### src/rtl/therm_pkg.sv
// -----------------------------------------------------------------------------
// therm_pkg
// Purpose : Shared constants for the thermometer-to-binary decoder slice.
//           Holds the default binary width and the width and ceiling of the
//           bubble error counter so the top level and the bench agree on them.
// Ports   : none (package)
// -----------------------------------------------------------------------------
package therm_pkg;

    // Default binary output width; the thermometer input is 2**A_WIDTH-1 bits
    localparam int A_WIDTH_DEFAULT = 3;

    // Error counter width and its saturation ceiling
    localparam int ERR_CNT_W = 8;
    localparam logic [ERR_CNT_W-1:0] ERR_CNT_MAX = {ERR_CNT_W{1'b1}};

    typedef logic [ERR_CNT_W-1:0] errCnt_t;

endpackage

### src/rtl/therm_bubble_fix.sv
// -----------------------------------------------------------------------------
// therm_bubble_fix
// Purpose : Purely combinational decode of one thermometer word. Each bit is
//           replaced by the majority of itself and its two neighbours (with a
//           virtual 1 below bit 0 and a virtual 0 above the top bit), the
//           corrected ones are counted to give the binary value, and the raw
//           word is flagged if any higher bit is set above a cleared bit.
// Ports   : i_code   - raw thermometer word, bit 0 = lowest threshold
//           o_bin    - number of ones in the corrected word
//           o_bubble - raw word contained at least one 0-below-1 bubble
// -----------------------------------------------------------------------------
module therm_bubble_fix
    import therm_pkg::*;
#(
    parameter int A_WIDTH = A_WIDTH_DEFAULT,
    parameter int T_WIDTH = 2**A_WIDTH-1
) (
    input  logic [T_WIDTH-1:0] i_code,
    output logic [A_WIDTH-1:0] o_bin,
    output logic               o_bubble
);

    logic [T_WIDTH+1:0] w_ext;
    logic [T_WIDTH-1:0] w_fixed;

    // Pad the word with the virtual boundary bits so every position has two
    // neighbours, then take a three-input majority at each position.
    always_comb begin
        w_ext   = {1'b0, i_code, 1'b1};
        w_fixed = '0;
        for (int i = 0; i < T_WIDTH; i++) begin
            w_fixed[i] = (w_ext[i]   & w_ext[i+1]) |
                         (w_ext[i]   & w_ext[i+2]) |
                         (w_ext[i+1] & w_ext[i+2]);
        end
    end

    // Population count of the corrected word. The maximum is T_WIDTH, which
    // always fits in A_WIDTH bits, so the accumulator never wraps.
    always_comb begin
        o_bin = '0;
        for (int i = 0; i < T_WIDTH; i++) begin
            o_bin = o_bin + A_WIDTH'(w_fixed[i]);
        end
    end

    // A bubble is any set bit sitting directly above a cleared bit in the raw
    // word; a clean thermometer code never has that pattern.
    always_comb begin
        o_bubble = 1'b0;
        for (int i = 0; i < T_WIDTH-1; i++) begin
            o_bubble = o_bubble | (i_code[i+1] & ~i_code[i]);
        end
    end

endmodule

### src/rtl/therm_to_bin.sv
// -----------------------------------------------------------------------------
// therm_to_bin
// Purpose : Two-stage valid/ready pipeline that converts a thermometer code
//           into a binary count with bubble correction. Stage 1 registers the
//           raw word; stage 2 registers the decoded value and bubble flag.
//           A saturating counter records how many bubble-corrected words have
//           entered the output stage.
// Ports   : clk, rst             - clock, synchronous active-high reset
//           t_in/t_valid/t_ready - upstream thermometer word handshake
//           bin_out/bin_bubble   - decoded value and bubble flag
//           bin_valid/bin_ready  - downstream handshake
//           clr_cnt              - synchronous clear of err_cnt (wins over count)
//           err_cnt              - saturating count of bubble words
// -----------------------------------------------------------------------------
module therm_to_bin
    import therm_pkg::*;
#(
    parameter int A_WIDTH = A_WIDTH_DEFAULT,
    parameter int T_WIDTH = 2**A_WIDTH-1
) (
    input  logic                 clk,
    input  logic                 rst,
    input  logic [T_WIDTH-1:0]   t_in,
    input  logic                 t_valid,
    output logic                 t_ready,
    output logic [A_WIDTH-1:0]   bin_out,
    output logic                 bin_bubble,
    output logic                 bin_valid,
    input  logic                 bin_ready,
    input  logic                 clr_cnt,
    output logic [ERR_CNT_W-1:0] err_cnt
);

    logic [T_WIDTH-1:0]   r_s1Code;
    logic                 r_s1Valid;
    logic [A_WIDTH-1:0]   r_binOut;
    logic                 r_binBubble;
    logic                 r_binValid;
    errCnt_t              r_errCnt;

    logic [A_WIDTH-1:0]   w_fixBin;
    logic                 w_fixBubble;
    logic                 w_s2Load;
    logic                 w_s1Load;

    therm_bubble_fix #(
        .A_WIDTH (A_WIDTH),
        .T_WIDTH (T_WIDTH)
    ) u_fix (
        .i_code   (r_s1Code),
        .o_bin    (w_fixBin),
        .o_bubble (w_fixBubble)
    );

    // Stage 2 takes the stage 1 word whenever the output slot is empty or is
    // being emptied this cycle. Stage 1 can accept when it is empty or when its
    // word is moving on, which gives one word per cycle with no bubbles.
    // Holding t_ready low during reset keeps upstream from seeing an accept
    // that the reset would immediately throw away.
    assign w_s2Load = r_s1Valid && (!r_binValid || bin_ready);
    assign t_ready  = !rst && (!r_s1Valid || w_s2Load);
    assign w_s1Load = t_valid && t_ready;

    // Stage 1: capture the raw thermometer word. The code register is only
    // written on accept; its contents are ignored while r_s1Valid is low.
    always_ff @(posedge clk) begin
        if (rst) begin
            r_s1Valid <= 1'b0;
            r_s1Code  <= '0;
        end else if (w_s1Load) begin
            r_s1Valid <= 1'b1;
            r_s1Code  <= t_in;
        end else if (w_s2Load) begin
            r_s1Valid <= 1'b0;
        end
    end

    // Stage 2: decoded value and bubble flag. When stalled nothing is written,
    // so the presented word stays put until the downstream takes it.
    always_ff @(posedge clk) begin
        if (rst) begin
            r_binValid  <= 1'b0;
            r_binOut    <= '0;
            r_binBubble <= 1'b0;
        end else if (w_s2Load) begin
            r_binValid  <= 1'b1;
            r_binOut    <= w_fixBin;
            r_binBubble <= w_fixBubble;
        end else if (bin_ready) begin
            r_binValid  <= 1'b0;
        end
    end

    // Error counter: one count per bubble word entering stage 2, sticking at
    // the ceiling. A clear in the same cycle as a count wins.
    always_ff @(posedge clk) begin
        if (rst) begin
            r_errCnt <= '0;
        end else if (clr_cnt) begin
            r_errCnt <= '0;
        end else if (w_s2Load && w_fixBubble && (r_errCnt != ERR_CNT_MAX)) begin
            r_errCnt <= r_errCnt + 1'b1;
        end
    end

    assign bin_out    = r_binOut;
    assign bin_bubble = r_binBubble;
    assign bin_valid  = r_binValid;
    assign err_cnt    = r_errCnt;

endmodule
### config.mk
export PLATFORM = sky130hd
export DESIGN_NAME = therm_to_bin
export DESIGN_NICKNAME = d
export VERILOG_FILES = /design/src/rtl/therm_pkg.sv /design/src/rtl/therm_bubble_fix.sv /design/src/rtl/therm_to_bin.sv
export SDC_FILE = /design/constraint.sdc
export NUM_CORES = 1
export LEC_CHECK = 0
export BUFFER_PORTS_ARGS = -buffer_cell sky130_fd_sc_hd__buf_2
export CAP_MARGIN = 20
export CORE_MARGIN = 5
export CORE_UTILIZATION = 47
export DETAILED_ROUTE_END_ITERATION = 12
export GPL_TIMING_DRIVEN = 0
export PLACE_DENSITY = 0.77
export SLEW_MARGIN = 20
export SYNTH_ARGS = -nofsm -noshare
export SYNTH_HDL_FRONTEND = slang
export SYNTH_HIERARCHICAL = 1
export SYNTH_SLANG_ARGS = --single-unit
### constraint.sdc
create_clock -name clk -period 2.74 [get_ports clk]
set_input_delay 0.137 -clock clk [delete_from_list [all_inputs] [get_ports clk]]
set_output_delay 0.137 -clock clk [all_outputs]
set_load 0.02 [all_outputs]
# Word level (Yosys, flattened, before mapping)
# Index checks and enable logic that the tools add are counted.
# Widths: inputs -> output; s select.
# totals
inputBits,12
wordCells,71
output_inout_bits,14
register_bits,21
# classes
mux,4
n_reduce_logical,13
bitwise,40
eq_ne,1
n_addsub,7
# ops
cell,count
$and 1x1->1,17
$or 1x1->1,17
$add 3x1->3,5
$add 8x1->8 const B,1
$ne 8x8->1 const B,1
$not 1->1,6
$logic_and 1x1->1,5
$mux 1,4
$reduce_bool 2->1,2
$logic_not 1->1,3
$add 1x1->2,1
$logic_or 1x1->1,2
$reduce_or 2->1,1

# Logic depth before layout (Yosys ltp)
# Gate-level depths: netlist of run 1.
# logic_depth
ltp_word,9
mapped_depth,10
ltp_nobuf,10

# Modules after synthesis
# The synthesis of run 1 kept the hierarchy.
# by_module_without_submodules
mod,area_each_um2,cells_per_inst,n_inst,seq_area_each_um2
therm_to_bin,912.1,100,1,420.4
therm_bubble_fix,191.4,24,1,0.0

# Worst setup path before layout of run 1
# OpenSTA, ideal clock, no wires.
# synth_timing
kind,register to register
startpoint,reg r_s1Code[1]
endpoint,reg r_binOut[1] (netlist: bin_out[1])
setup_ns,0.071
arrival_ns,2.832
period_less_slack_ns,2.903
slack_ns,-0.163
stages_incl_launch_ff,10
path_buffers,0
t_required_ns,2.669
cell_sequence,dfxtp_1 > or2_2 > fa_1 > inv_1 > fa_1 > inv_1 > fa_1 > fa_1 > nand3_1 > a21oi_1
# synth_between
elab_chain_len,9
word_cells_on_any_way,15
classes_between,6 x add/sub; 9 x bitwise
# synth_lines
item,line,rtl
from (decl),therm_to_bin.sv:34,logic [T_WIDTH-1:0] r_s1Code;
from (signal assigned),therm_to_bin.sv:72,r_s1Code <= t_in;
$and 1x1->1,"therm_bubble_fix.sv:32, therm_bubble_fix.sv:34",
$or 1x1->1,therm_bubble_fix.sv:32,w_fixed[i] = (w_ext[i] & w_ext[i+1]) |
$or 1x1->1,therm_bubble_fix.sv:33,(w_ext[i] & w_ext[i+2]) |
$add 1x1->2,therm_bubble_fix.sv:43,o_bin = o_bin + A_WIDTH'(w_fixed[i]);
$add 3x1->3 (*) (5 in a row),therm_bubble_fix.sv:43,
named net w_fixBin[1],therm_to_bin.sv:41,logic [A_WIDTH-1:0] w_fixBin;
to (signal assigned),therm_to_bin.sv:87,r_binOut <= w_fixBin;
to (decl),therm_to_bin.sv:36,logic [A_WIDTH-1:0] r_binOut;
# Mark *: on every way through the listed nets, which the timed path passes. The rest lies on a longest branch.
# A chain may end at the register's enable or synchronous reset.

# Final worst setup path of run 1
# layout_timing
startpoint,reg r_s1Code[2]
endpoint,reg r_binOut[1] (netlist: bin_out[1])
# layout_between
elab_chain_len,9
word_cells_on_any_way,16
classes_between,6 x add/sub; 10 x bitwise
# layout_lines
item,line
$and 1x1->1,therm_bubble_fix.sv:33
$or 1x1->1,therm_bubble_fix.sv:32
$or 1x1->1,therm_bubble_fix.sv:33
$add 1x1->2,therm_bubble_fix.sv:43
$add 3x1->3,therm_bubble_fix.sv:43
$add 3x1->3 (*) (4 in a row),therm_bubble_fix.sv:43
named net w_fixBin[1],therm_to_bin.sv:41
# Marks and branches as above.

==> impl_results.md, run 1 <==
- Sequential area share after synthesis: 38.1%
- Critical path buffer and inverter count: 2
- Hold wc startpoint: t_in[1]
- Crit-path slowest cell: sky130_fd_sc_hd__fa_1
- Most frequent cells after synthesis: sky130_fd_sc_hd__dfxtp_1, sky130_fd_sc_hd__nand2_1, sky130_fd_sc_hd__a21oi_1
- Kind of cell adding the most delay to the critical path: adder cells
- Most common cell on crit path: sky130_fd_sc_hd__fa_1
- Floorplan die width: 58.5 um
- Clock period minus worst slack: 2.91 ns
- End point of the worst hold path: r_s1Code[1]
- Synth top area share: 38.1%
- Static leakage power: about 0.56 nW
- Number of design rule violations left after detail routing: 0
- Number of rows created at floorplan: 17
- Synth warn: 6
- Final setup slack of the worst path: -0.166 ns
- Multi-input gate area in the final layout: 642 um^2
- Total via count in the routed design: 981
- Final weighted congestion in routability-driven placement: 0.744
- Gate Count Post-Synth: ~120
- DR top layer: met3
- Via count of the first global-routing pass: around 950
- IR drop worst, VDD: 0.364 mV
- Endpoint class of the critical path: flop
- Cell chain of the critical path: maj3_2 -> fa_1 -> inv_1 -> fa_1 -> inv_1 -> fa_2 -> fa_1 -> nand3_1 -> a21oi_1
- Remaining Overflow, GRT: 0
- Number of nets in the final layout: 172
- Final wirelength: roughly 2300 um
- Initial antenna violation count: 0
- Vert. Die Dim: 58.5 um
- Max incr delay on CP: between 0.5 and 0.6 ns
- Global-route wire length before repair: 3990 um
- Clock transition at the registers of the reported paths: 0.12 ns
- Clk_skew: 0.000860 ns
- Average via count per standard cell: 5.39
- Least-Margin Pin Slew: 0.417 ns
- Violations in the final reports: setup timing
- Post-detailed-placement cell area: 1270 um^2
- Number of CTS-inserted buffers: 3
- FF+latch area: 428 um^2
- Yosys top cell by area: sky130_fd_sc_hd__dfxtp_1
- FF+latch count, synth: 21
- Clk root buf: sky130_fd_sc_hd__clkbuf_4
- Unrepaired setup endpoints after global routing: true
- H-tree depth reported by CTS: 1
- Final antenna-violating net count: 0
- Achievable Freq: 344 MHz
- Startpoint of the lowest-slack register-to-register path: r_s1Code[2]
- Synthesized area per cell: between 8 and 9 um^2
- Overall power after layout: around 0.59 mW
- Post-synthesis net count: approximately 140
- Ys async rst share: 0%
- Required time reported for the critical path endpoint: 2.98 ns
- DRC violation total after the first TritonRoute iteration: 12
- Clock latency on the worst-skew pair: 0.30 ns
- Ports placed on the boundary: 26
- Netlist area before placement: 1100 um^2
- Count of flip-flops with a built-in enable after synthesis: 0
- Number of hold buffers added after cts: 0
- FF-to-FF setup slack: -0.17 ns
- Count of final max-slew check failures: 0
- Arrival time at the worst endpoint: about 3.1 ns
- Worst setup path category: reg -> reg
- Path category of the worst min-delay check: in -> reg
- Area growth from synthesis to layout: 18.8%
- Number of sinks handled by clock tree synthesis: 21
- Min-Delay Path Depth: 2
- Leading post-synthesis cells by cell area: sky130_fd_sc_hd__dfxtp_1, sky130_fd_sc_hd__fa_1, sky130_fd_sc_hd__mux2_2, sky130_fd_sc_hd__a21oi_1, sky130_fd_sc_hd__nor2b_1
- Outcome: finished, violations left
- Setup violations, final: 2
- Normalized max-slew margin: 72.2%
- Fin crit share: 106%
- Final instance area: about 1300 um^2
- Standard cell core area: 2230 um^2
- Number of buffers on the longest clock path: 2
- Detailed Routing Iterations Pass 1: 4
- Routed met1 length: 1010 um
- Distinct cell type count of the synthesized netlist: 33
- Hold violation count in the final report: 0
- WL met2: 1190 um
- Routed len/inst: around 13 um
- Area enclosed by the die boundary: 3420 um^2
- Launching element type of the critical path: flop
- Worst R2R Path Depth: 9
- Initial Util: between 40% and 50%
- Count of port buffers added during placement: 25
- Fill cells: 223
- Largest fanout on the critical path: 6
- Half-perimeter wire length after placement: 1770 um
- Number of diodes: 0
- Reg2Reg Capture Point: bin_out[1]
- Largest net degree at the start of global routing: 13
- GRT Total Usage: 14.2%
- Top-count cell post-synth: sky130_fd_sc_hd__dfxtp_1
- Detailed-routed wire length on met3: 100 um
- Layout cell share with drive strength beyond 1: 33.8%
- Primary flip-flop cell chosen by synthesis mapping: sky130_fd_sc_hd__dfxtp_1
- TritonCTS clock tree: done
- Logic depth of the worst setup path including buffers: 9
- Maximum Capacitance Violations: 0
- Total power density per cell area: 452 nW/um^2
[report_power, final]
group	total (mW)	switching, mW	internal (mW)
Clock	0.147	0.0931	0.0543
Sequential	0.333	0.0130	0.320
Combinational	0.112	0.0615	0.0503
[worst reg2reg max path, delay by kind of cell, from the launching register on]
kind	cells	cell delay, ns
adders and majority gates	5	2.17
DFF	1	0.36
AOI/OAI and AO/OA	1	0.12
buffers and inverters	2	0.11
and+or+nand+nor	1	0.08
[metal layers]
| metal | up-vias | GRT usage [%] |
|---|---|---|
| li1 | 498 | - |
| met1 | 467 | 17.6 |
| met2 | 16 | 25.8 |
| met3 | 0 | 2.19 |
| met4 | 0 | 2.98 |
| met5 | - | 0 |
[placed cells by master, fill, tap and decap left out, types with 2 or more instances in the layout]
cell / synthesis / final
sky130_fd_sc_hd__nor3_1: 2 / 2
sky130_fd_sc_hd__fa_1: 4 / 3
sky130_fd_sc_hd__buf_2: 1 / 26
sky130_fd_sc_hd__maj3_2: 2 / 2
sky130_fd_sc_hd__or4_1: 2 / 2
sky130_fd_sc_hd__nor2b_1: 8 / 8
sky130_fd_sc_hd__nand2b_1: 2 / 2
sky130_fd_sc_hd__clkbuf_4: 0 / 3
sky130_fd_sc_hd__a21oi_1: 10 / 10
sky130_fd_sc_hd__mux2_2: 7 / 7
sky130_fd_sc_hd__dfxtp_2: 0 / 3
sky130_fd_sc_hd__dfxtp_1: 21 / 17
sky130_fd_sc_hd__nand3_1: 9 / 9
sky130_fd_sc_hd__a31oi_1: 2 / 2
sky130_fd_sc_hd__inv_1: 6 / 6
sky130_fd_sc_hd__and3_1: 2 / 2
sky130_fd_sc_hd__nand2_1: 12 / 12
sky130_fd_sc_hd__o31ai_1: 2 / 2
sky130_fd_sc_hd__and4_4: 2 / 2
sky130_fd_sc_hd__o21ai_0: 7 / 7
sky130_fd_sc_hd__clkbuf_1: 2 / 2
sky130_fd_sc_hd__nor2_1: 7 / 7
[worst max-delay path by stage]
stage | start | to | slack [ns]
CTS | r_s1Code[2] | bin_out[1] | -0.18
finish | r_s1Code[2] | bin_out[1] | -0.17
global placement | r_s1Code[3] | bin_out[1] | -0.10
detailed placement | r_s1Code[3] | bin_out[1] | -0.13
floorplan | r_s1Code[4] | bin_out[1] | -0.02
global route | r_s1Code[1] | bin_out[1] | -0.25
[final cells by class]
class | instances | area share, %
multi-input cells | 93 | 49.0
flip-flops and latches | 21 | 32.6
repair buffers | 26 | 10.1
well taps | 28 | 2.67
plain buffers | 4 | 1.81
clock buffers | 3 | 1.72
inverters | 6 | 1.72
clock inverters | 1 | 0.382
[flip-flops by register name (all words and copies together) (netlist names)]
signal	count
r_s1Valid	1
err_cnt	8
bin_out	3
r_s1Code	7
bin_valid	1
bin_bubble	1
[logic make-up after synthesis]
kind of cell | synth area share (%)
simple gates | 26.8
buf+inv | 4.19
mux | 7.14
flops | 38.1
fa+ha+maj | 10.4
compound gates | 13.4
[what timing repair did]
action | 4_1_cts | 5_1_grt
setup buffers | 1 | 0
resized for setup | 3 | 0
setup endpoints to repair | 2 | 2
[metrics by stage]
step / setup WS [ns] / instances / util [%] / setup TNS [ns] / hold WS [ns]
2_1_floorplan: -0.0153 / 124 / - / -0.0153 / 0.254
3_3_place_gp: -0.103 / 177 / 56.9 / -0.103 / 0.363
3_5_place_dp: -0.126 / 177 / 56.9 / -0.151 / 0.370
4_1_cts: -0.178 / 182 / 58.7 / -0.207 / 0.0487
5_1_grt: -0.252 / 182 / 58.7 / -0.371 / 0.0520
6_report: -0.166 / 182 / 58.7 / -0.176 / 0.0550
(Power assumes the default switching activity.)
==> run 2: changes to the inputs <==
--- a/config.mk
+++ b/config.mk
@@ -8,10 +8,10 @@
 export BUFFER_PORTS_ARGS = -buffer_cell sky130_fd_sc_hd__buf_2
 export CAP_MARGIN = 20
 export CORE_MARGIN = 5
-export CORE_UTILIZATION = 47
+export CORE_UTILIZATION = 52
 export DETAILED_ROUTE_END_ITERATION = 12
 export GPL_TIMING_DRIVEN = 0
-export PLACE_DENSITY = 0.77
+export PLACE_DENSITY = 0.81
 export SLEW_MARGIN = 20
 export SYNTH_ARGS = -nofsm -noshare
 export SYNTH_HDL_FRONTEND = slang
==> constraint.sdc (replaced) <==
create_clock -name clk -period 3.37 [get_ports clk]
set_input_delay 0.1685 -clock clk [delete_from_list [all_inputs] [get_ports clk]]
set_output_delay 0.1685 -clock clk [all_outputs]
set_load 0.02 [all_outputs]
==> run 2 against run 1 <==
- the run now ends clean
- utilization grew 5.7 points
- die area is 8.0% lower
- routed wire length shrank 0.26%
- highest routed layer is now met4
- clock-buffer cell count grew 1
- register-to-register slack better by 0.48 ns
- design area fell by 1.7%
- via count is 3.7% higher
- sequential power decreased by 19%
- largest cell class unchanged
==> impl_results.md, run 2 (synthesis gave the netlist of run 1 again) <==
- Global-route wire length before repair: 4110 um (+3.1%)
- DRC violation total after the first TritonRoute iteration: 27 (+15)
- Normalized max-slew margin: 72.1% (about the same)
- Worst setup path category: reg -> reg
- Total via count in the routed design: 1017 (+3.7%)
- Max FFs per register: 8 (unchanged)
- Setup bufs post-CTS: 0 (-1)
- End point of the worst hold path: r_s1Code[3]
- Arrival time at the worst endpoint: 3.30 ns (+0.16 ns)
- Number of CTS-inserted buffers: 3 (unchanged)
- Standard cell core area: 2000 um^2 (-10%)
- Ports placed on the boundary: 26 (unchanged)
- Path category of the worst min-delay check: in -> reg
- Highest-count cells in the layout ignoring fill and taps: sky130_fd_sc_hd__buf_2, sky130_fd_sc_hd__dfxtp_1, sky130_fd_sc_hd__nand2_1
- Largest fanout on the critical path: 6 (unchanged)
- Area enclosed by the die boundary: 3140 um^2 (-8.0%)
- Outcome: finished, final reports clean
- Endpoint class of the critical path: flop
- IR drop worst, VDD: 0.264 mV (-27%)
- Worst R2R Path Depth: 9 (unchanged)
- Min-Delay Path Depth: 2 (unchanged)
- Count of port buffers added during placement: 25 (unchanged)
- Clk_skew: 0.00153 ns (+0.000669 ns)
- Final antenna-violating net count: 0 (unchanged)
- Final wirelength: 2300 um (-0.26%)
- Initial antenna violation count: 0 (unchanged)
- Required time reported for the critical path endpoint: 3.61 ns (+0.63 ns)
- Vert. Die Dim: 56.1 um (-4.1%)
- Final weighted congestion in routability-driven placement: 0.829 (+11%)
- Most common cell after layout, fill and taps aside: sky130_fd_sc_hd__buf_2
- FF-to-FF setup slack: 0.31 ns (+0.48 ns)
- Initial Util: 55.1% (+5.7 points)
- Post-CTS Resized: 0 (-3)
- Static leakage power: 0.549 nW (-1.4%)
- Detailed Routing Iterations Pass 1: 4 (unchanged)
- Overall power after layout: 0.477 mW (-20%)
- Achievable Freq: 327 MHz (-4.9%)
- Final total negative setup slack: 0 ns (+0.176 ns)
- Remaining Overflow, GRT: 0 (unchanged)
- Floorplan die width: 56.1 um (-4.1%)
- Largest net degree at the start of global routing: 12 (-1)
- Maximum Capacitance Violations: 0 (unchanged)
- Reg2Reg Capture Point: bin_out[1]
- GRT Total Usage: 15.8% (+1.6 points)
- Clk root buf: sky130_fd_sc_hd__clkbuf_4
- Routed len/inst: 12.8 um (+0.85%)
- Hold violation count in the final report: 0 (unchanged)
- Startpoint of the lowest-slack register-to-register path: r_s1Code[1]
- Number of hold buffers added after cts: 0 (unchanged)
- H-tree depth reported by CTS: 1 (unchanged)
- Half-perimeter wire length after placement: 1830 um (+3.3%)
- Launching element type of the critical path: flop
- Count of final max-slew check failures: 0 (unchanged)
- Number of sinks handled by clock tree synthesis: 21 (unchanged)
- Layout cell share with drive strength beyond 1: 29.4% (-4.4 points)
- Unrepaired setup endpoints after global routing: false
- Number of diodes: 0 (unchanged)
- Least-Margin Pin Slew: 0.415 ns (-0.00240 ns)
- Area growth from synthesis to layout: 16.8%
- Via count of the first global-routing pass: 948 (-0.42%)
- Average via count per standard cell: 5.65 (+4.8%)
- Clock period minus worst slack: 3.06 ns (+0.151 ns)
- Clock transition at the registers of the reported paths: 0.11 ns (about the same)
- Clock latency on the worst-skew pair: 0.30 ns (about the same)
- Fin crit share: 90.7% (-15 points)
- Number of rows created at floorplan: 16 (-1)
- Total power density per cell area: 370 nW/um^2 (-18%)
- Number of design rule violations left after detail routing: 0 (unchanged)
- Number of buffers on the longest clock path: 2 (unchanged)
- Hold wc startpoint: t_in[3]
- Setup violations, final: 0 (-2)
- TritonCTS clock tree: done
- Number of nets in the final layout: 171 (-0.58%)
[run 2: cell type report]
cell class | instances | area (um^2)
Timing Repair Buffer | 25 | 125
Multi-Input combinational cell | 93 | 637
Fill cell | 196 | 713
Inverter | 6 | 22.5
Buffer | 4 | 23.8
Tap cell | 27 | 33.8
Sequential cell | 21 | 420
Clock buffer | 4 | 26.3
[run 2: per-stage QoR]
step / hold WS, ns / cell area [um^2] / instances / utilization, % / setup WS, ns
after CTS: 0.0756 / 1290 / 180 / 64.4 / 0.290
after detailed placement: 0.402 / 1260 / 176 / 63.1 / 0.320
final: 0.0842 / 1290 / 180 / 64.4 / 0.313
after global placement: 0.393 / 1260 / 176 / 63.1 / 0.401
after global routing: 0.0684 / 1290 / 180 / 64.4 / 0.120
after floorplan: 0.286 / 1100 / 124 / - / 0.467
[run 2: critical path, stage by stage (launching register included)]
cell	delay, ns
sky130_fd_sc_hd__dfxtp_1	0.37
sky130_fd_sc_hd__or2_2	0.30
sky130_fd_sc_hd__fa_1	0.54
sky130_fd_sc_hd__inv_1	0.06
sky130_fd_sc_hd__fa_1	0.53
sky130_fd_sc_hd__inv_1	0.05
sky130_fd_sc_hd__fa_1	0.44
sky130_fd_sc_hd__fa_1	0.49
sky130_fd_sc_hd__nand3_1	0.07
sky130_fd_sc_hd__a21oi_1	0.13
[run 2: layer usage]
layer	global-route usage, %	part of all wire, %	vias up	wire, um
met4	6.44	1.6	0	36
li1	-	-	500	-
met2	26.2	49	24	1120
met3	3.25	6.1	4	141
met1	19.9	43	489	998
met5	0	0	-	0
[run 2: how the worst max path moves through the flow]
stage	startpoint	to	cells after the start
3_3_place_gp	r_s1Code[1]	bin_out[1]	9
3_5_place_dp	r_s1Code[1]	bin_out[1]	9
6_report	r_s1Code[1]	bin_out[1]	9
4_1_cts	r_s1Code[1]	bin_out[1]	9
2_1_floorplan	r_s1Code[1]	bin_out[1]	9
5_1_grt	r_s1Code[1]	bin_out[1]	9
[run 2: power by group]
part	leakage (nW)	total, mW	internal, mW	switching [mW]
combinational	0.362	0.0851	0.0379	0.0472
sequential	0.172	0.271	0.260	0.0114
clock	0.0150	0.121	0.0462	0.0744
total	0.549	0.477	0.344	0.133
==> run 3: changes to the inputs <==
--- a/config.mk
+++ b/config.mk
@@ -10,7 +10,6 @@
 export CORE_MARGIN = 5
 export CORE_UTILIZATION = 52
 export DETAILED_ROUTE_END_ITERATION = 12
-export GPL_TIMING_DRIVEN = 0
 export PLACE_DENSITY = 0.81
 export SLEW_MARGIN = 20
 export SYNTH_ARGS = -nofsm -noshare
==> run 3 against run 2 <==
- sequential power about the same
- total power down 0.66%
- cell count down 2.2%
- combinational power down 0.8%
- first-iteration DRC count up 19%
- sequential share of layout area up 0.61 points
- sequential cell count unchanged
- register-to-register slack better by 0.03 ns
- global-route usage down 0.073 points
==> impl_results.md, run 3 (synthesis gave the netlist of run 1 again) <==
- Outcome: finished, final reports clean
- Hold violation count in the final report: 0 (unchanged)
- Number of sinks handled by clock tree synthesis: 21 (unchanged)
- Endpoint class of the critical path: flop
- Via count of the first global-routing pass: 916 (-3.4%)
- Floorplan die width: 56.1 um (unchanged)
- Static leakage power: 0.536 nW (-2.4%)
- Count of port buffers added during placement: 25 (unchanged)
- Largest net degree at the start of global routing: 17 (+5)
- Remaining Overflow, GRT: 0 (unchanged)
- Clk root buf: sky130_fd_sc_hd__clkbuf_4
- Vert. Die Dim: 56.1 um (unchanged)
- Count of final max-slew check failures: 0 (unchanged)
- Highest-count cells in the layout ignoring fill and taps: sky130_fd_sc_hd__buf_2, sky130_fd_sc_hd__dfxtp_1, sky130_fd_sc_hd__nand2_1
- Setup bufs post-CTS: 0 (unchanged)
- Initial Util: 55.1% (unchanged)
- Average via count per standard cell: 5.58 (-1.2%)
- DRC violation total after the first TritonRoute iteration: 32 (+19%)
- Half-perimeter wire length after placement: 1780 um (-2.6%)
- TritonCTS clock tree: done
- Arrival time at the worst endpoint: 3.27 ns (-0.03 ns)
- Area enclosed by the die boundary: 3140 um^2 (unchanged)
- Total power density per cell area: 375 nW/um^2 (+1.2%)
- Required time reported for the critical path endpoint: 3.61 ns (about the same)
- Final total negative setup slack: 0 ns (unchanged)
- Achievable Freq: 330 MHz (+0.96%)
- Number of hold buffers added after cts: 0 (unchanged)
- Net switching component of the power: 0.130 mW (-1.9%)
- Final wirelength: 2280 um (-0.78%)
- Initial antenna violation count: 0 (unchanged)
- Setup violations, final: 0 (unchanged)
- Final antenna-violating net count: 0 (unchanged)
- Number of rows created at floorplan: 16 (unchanged)
- H-tree depth reported by CTS: 1 (unchanged)
- Maximum Capacitance Violations: 0 (unchanged)
- Largest fanout on the critical path: 6 (unchanged)
- Fraction of power spent switching nets: 27.5% (-0.34 points)
- Number of CTS-inserted buffers: 3 (unchanged)
- Area growth from synthesis to layout: 14.6%
- Total via count in the routed design: 982 (-3.4%)
- Global-route wire length before repair: 4060 um (-1.3%)
- Final weighted congestion in routability-driven placement: 0.887 (+6.9%)
- Worst setup path category: reg -> reg
- Clock transition at the registers of the reported paths: 0.11 ns (about the same)
- Sequential Power Share: 57.4% (+0.5 points)
- Clock period minus worst slack: 3.03 ns (-0.0291 ns)
- Routed len/inst: 13.0 um (+1.5%)
- Internal portion of total power: 0.343 mW (-0.19%)
- GRT Total Usage: 15.8% (-0.073 points)
- Most common cell after layout, fill and taps aside: sky130_fd_sc_hd__buf_2
- Clock latency on the worst-skew pair: 0.30 ns (about the same)
- Normalized max-slew margin: 71.4% (-0.69 points)
- Number of buffers on the longest clock path: 2 (unchanged)
- Number of nets in the final layout: 167 (-2.3%)
- IR drop worst, VDD: 0.232 mV (-12%)
- Power share of the combinational group: 17.8% (about the same)
- Launching element type of the critical path: flop
- Number of design rule violations left after detail routing: 0 (unchanged)
- Detailed Routing Iterations Pass 1: 4 (unchanged)
- Post-CTS Resized: 0 (unchanged)
- Standard cell core area: 2000 um^2 (unchanged)
- Part of the total power dissipated in the clock network: 24.8% (-0.5 points)
- Unrepaired setup endpoints after global routing: false
- Fin crit share: 89.8% (-0.86 points)
- Ports placed on the boundary: 26 (unchanged)
- Max FFs per register: 8 (unchanged)
- Clk_skew: 0.00364 ns (+0.00211 ns)
- Number of diodes: 0 (unchanged)
- Layout cell share with drive strength beyond 1: 28.9% (-0.55 points)
- Least-Margin Pin Slew: 0.425 ns (+0.0103 ns)
- Post-Route Utilization: 63.2% (-1.2 points)
- Path category of the worst min-delay check: in -> reg
[run 3: critical path: stages (launching register included)]
cell	delay [ns]
sky130_fd_sc_hd__dfxtp_1	0.37
sky130_fd_sc_hd__or2_2	0.30
sky130_fd_sc_hd__fa_1	0.54
sky130_fd_sc_hd__inv_1	0.06
sky130_fd_sc_hd__fa_1	0.52
sky130_fd_sc_hd__inv_1	0.05
sky130_fd_sc_hd__fa_1	0.44
sky130_fd_sc_hd__fa_1	0.49
sky130_fd_sc_hd__nand3_1	0.07
sky130_fd_sc_hd__a21oi_1	0.13
[run 3: per-layer routing]
| metal | GRT usage (%) | up-vias | wire, um |
|---|---|---|---|
| met5 | 0 | - | 0 |
| met1 | 21.0 | 461 | 1060 |
| met4 | 5.42 | 0 | 21 |
| li1 | - | 495 | - |
| met3 | 3.94 | 4 | 130 |
| met2 | 24.7 | 22 | 1070 |
[run 3: layout make-up]
class,count,area [um^2]
inverter,6,22.5
timing repair buffer,25,125
tap,27,33.8
clock buffer,4,26.3
multi-input combinational,93,637
fill,175,737
sequential,21,420
[run 3: path summary, 6_finish.rpt]
kind	slack [ns]	to	cells after the start	from
min reg2reg	0.46	bin_out[1]	2	bin_out[1]
min	0.09	r_s1Code[2]	2	t_in[2]
max reg2reg	0.34	bin_out[1]	9	r_s1Code[1]
max	0.34	bin_out[1]	9	r_s1Code[1]
[run 3: power by group through the flow]
stage / clock (mW) / combinational (mW) / sequential [mW]
after floorplan: 0 / 0.0563 / 0.280
after global placement: 0 / 0.0792 / 0.277
after detailed placement: 0 / 0.0846 / 0.278
after CTS: 0.123 / 0.0848 / 0.272
after global routing: 0.134 / 0.0961 / 0.275
final: 0.117 / 0.0844 / 0.272
[run 3: per-stage QoR]
step	instances	worst slack (ns)	power [mW]	area, um^2	hold slack, ns
floorplan	124	0.467	0.336	1100	0.286
global placement	172	0.432	0.356	1240	0.395
detailed placement	172	0.349	0.362	1240	0.400
CTS	176	0.322	0.480	1260	0.0809
global route	176	0.212	0.505	1260	0.0746
finish	176	0.343	0.474	1260	0.0917
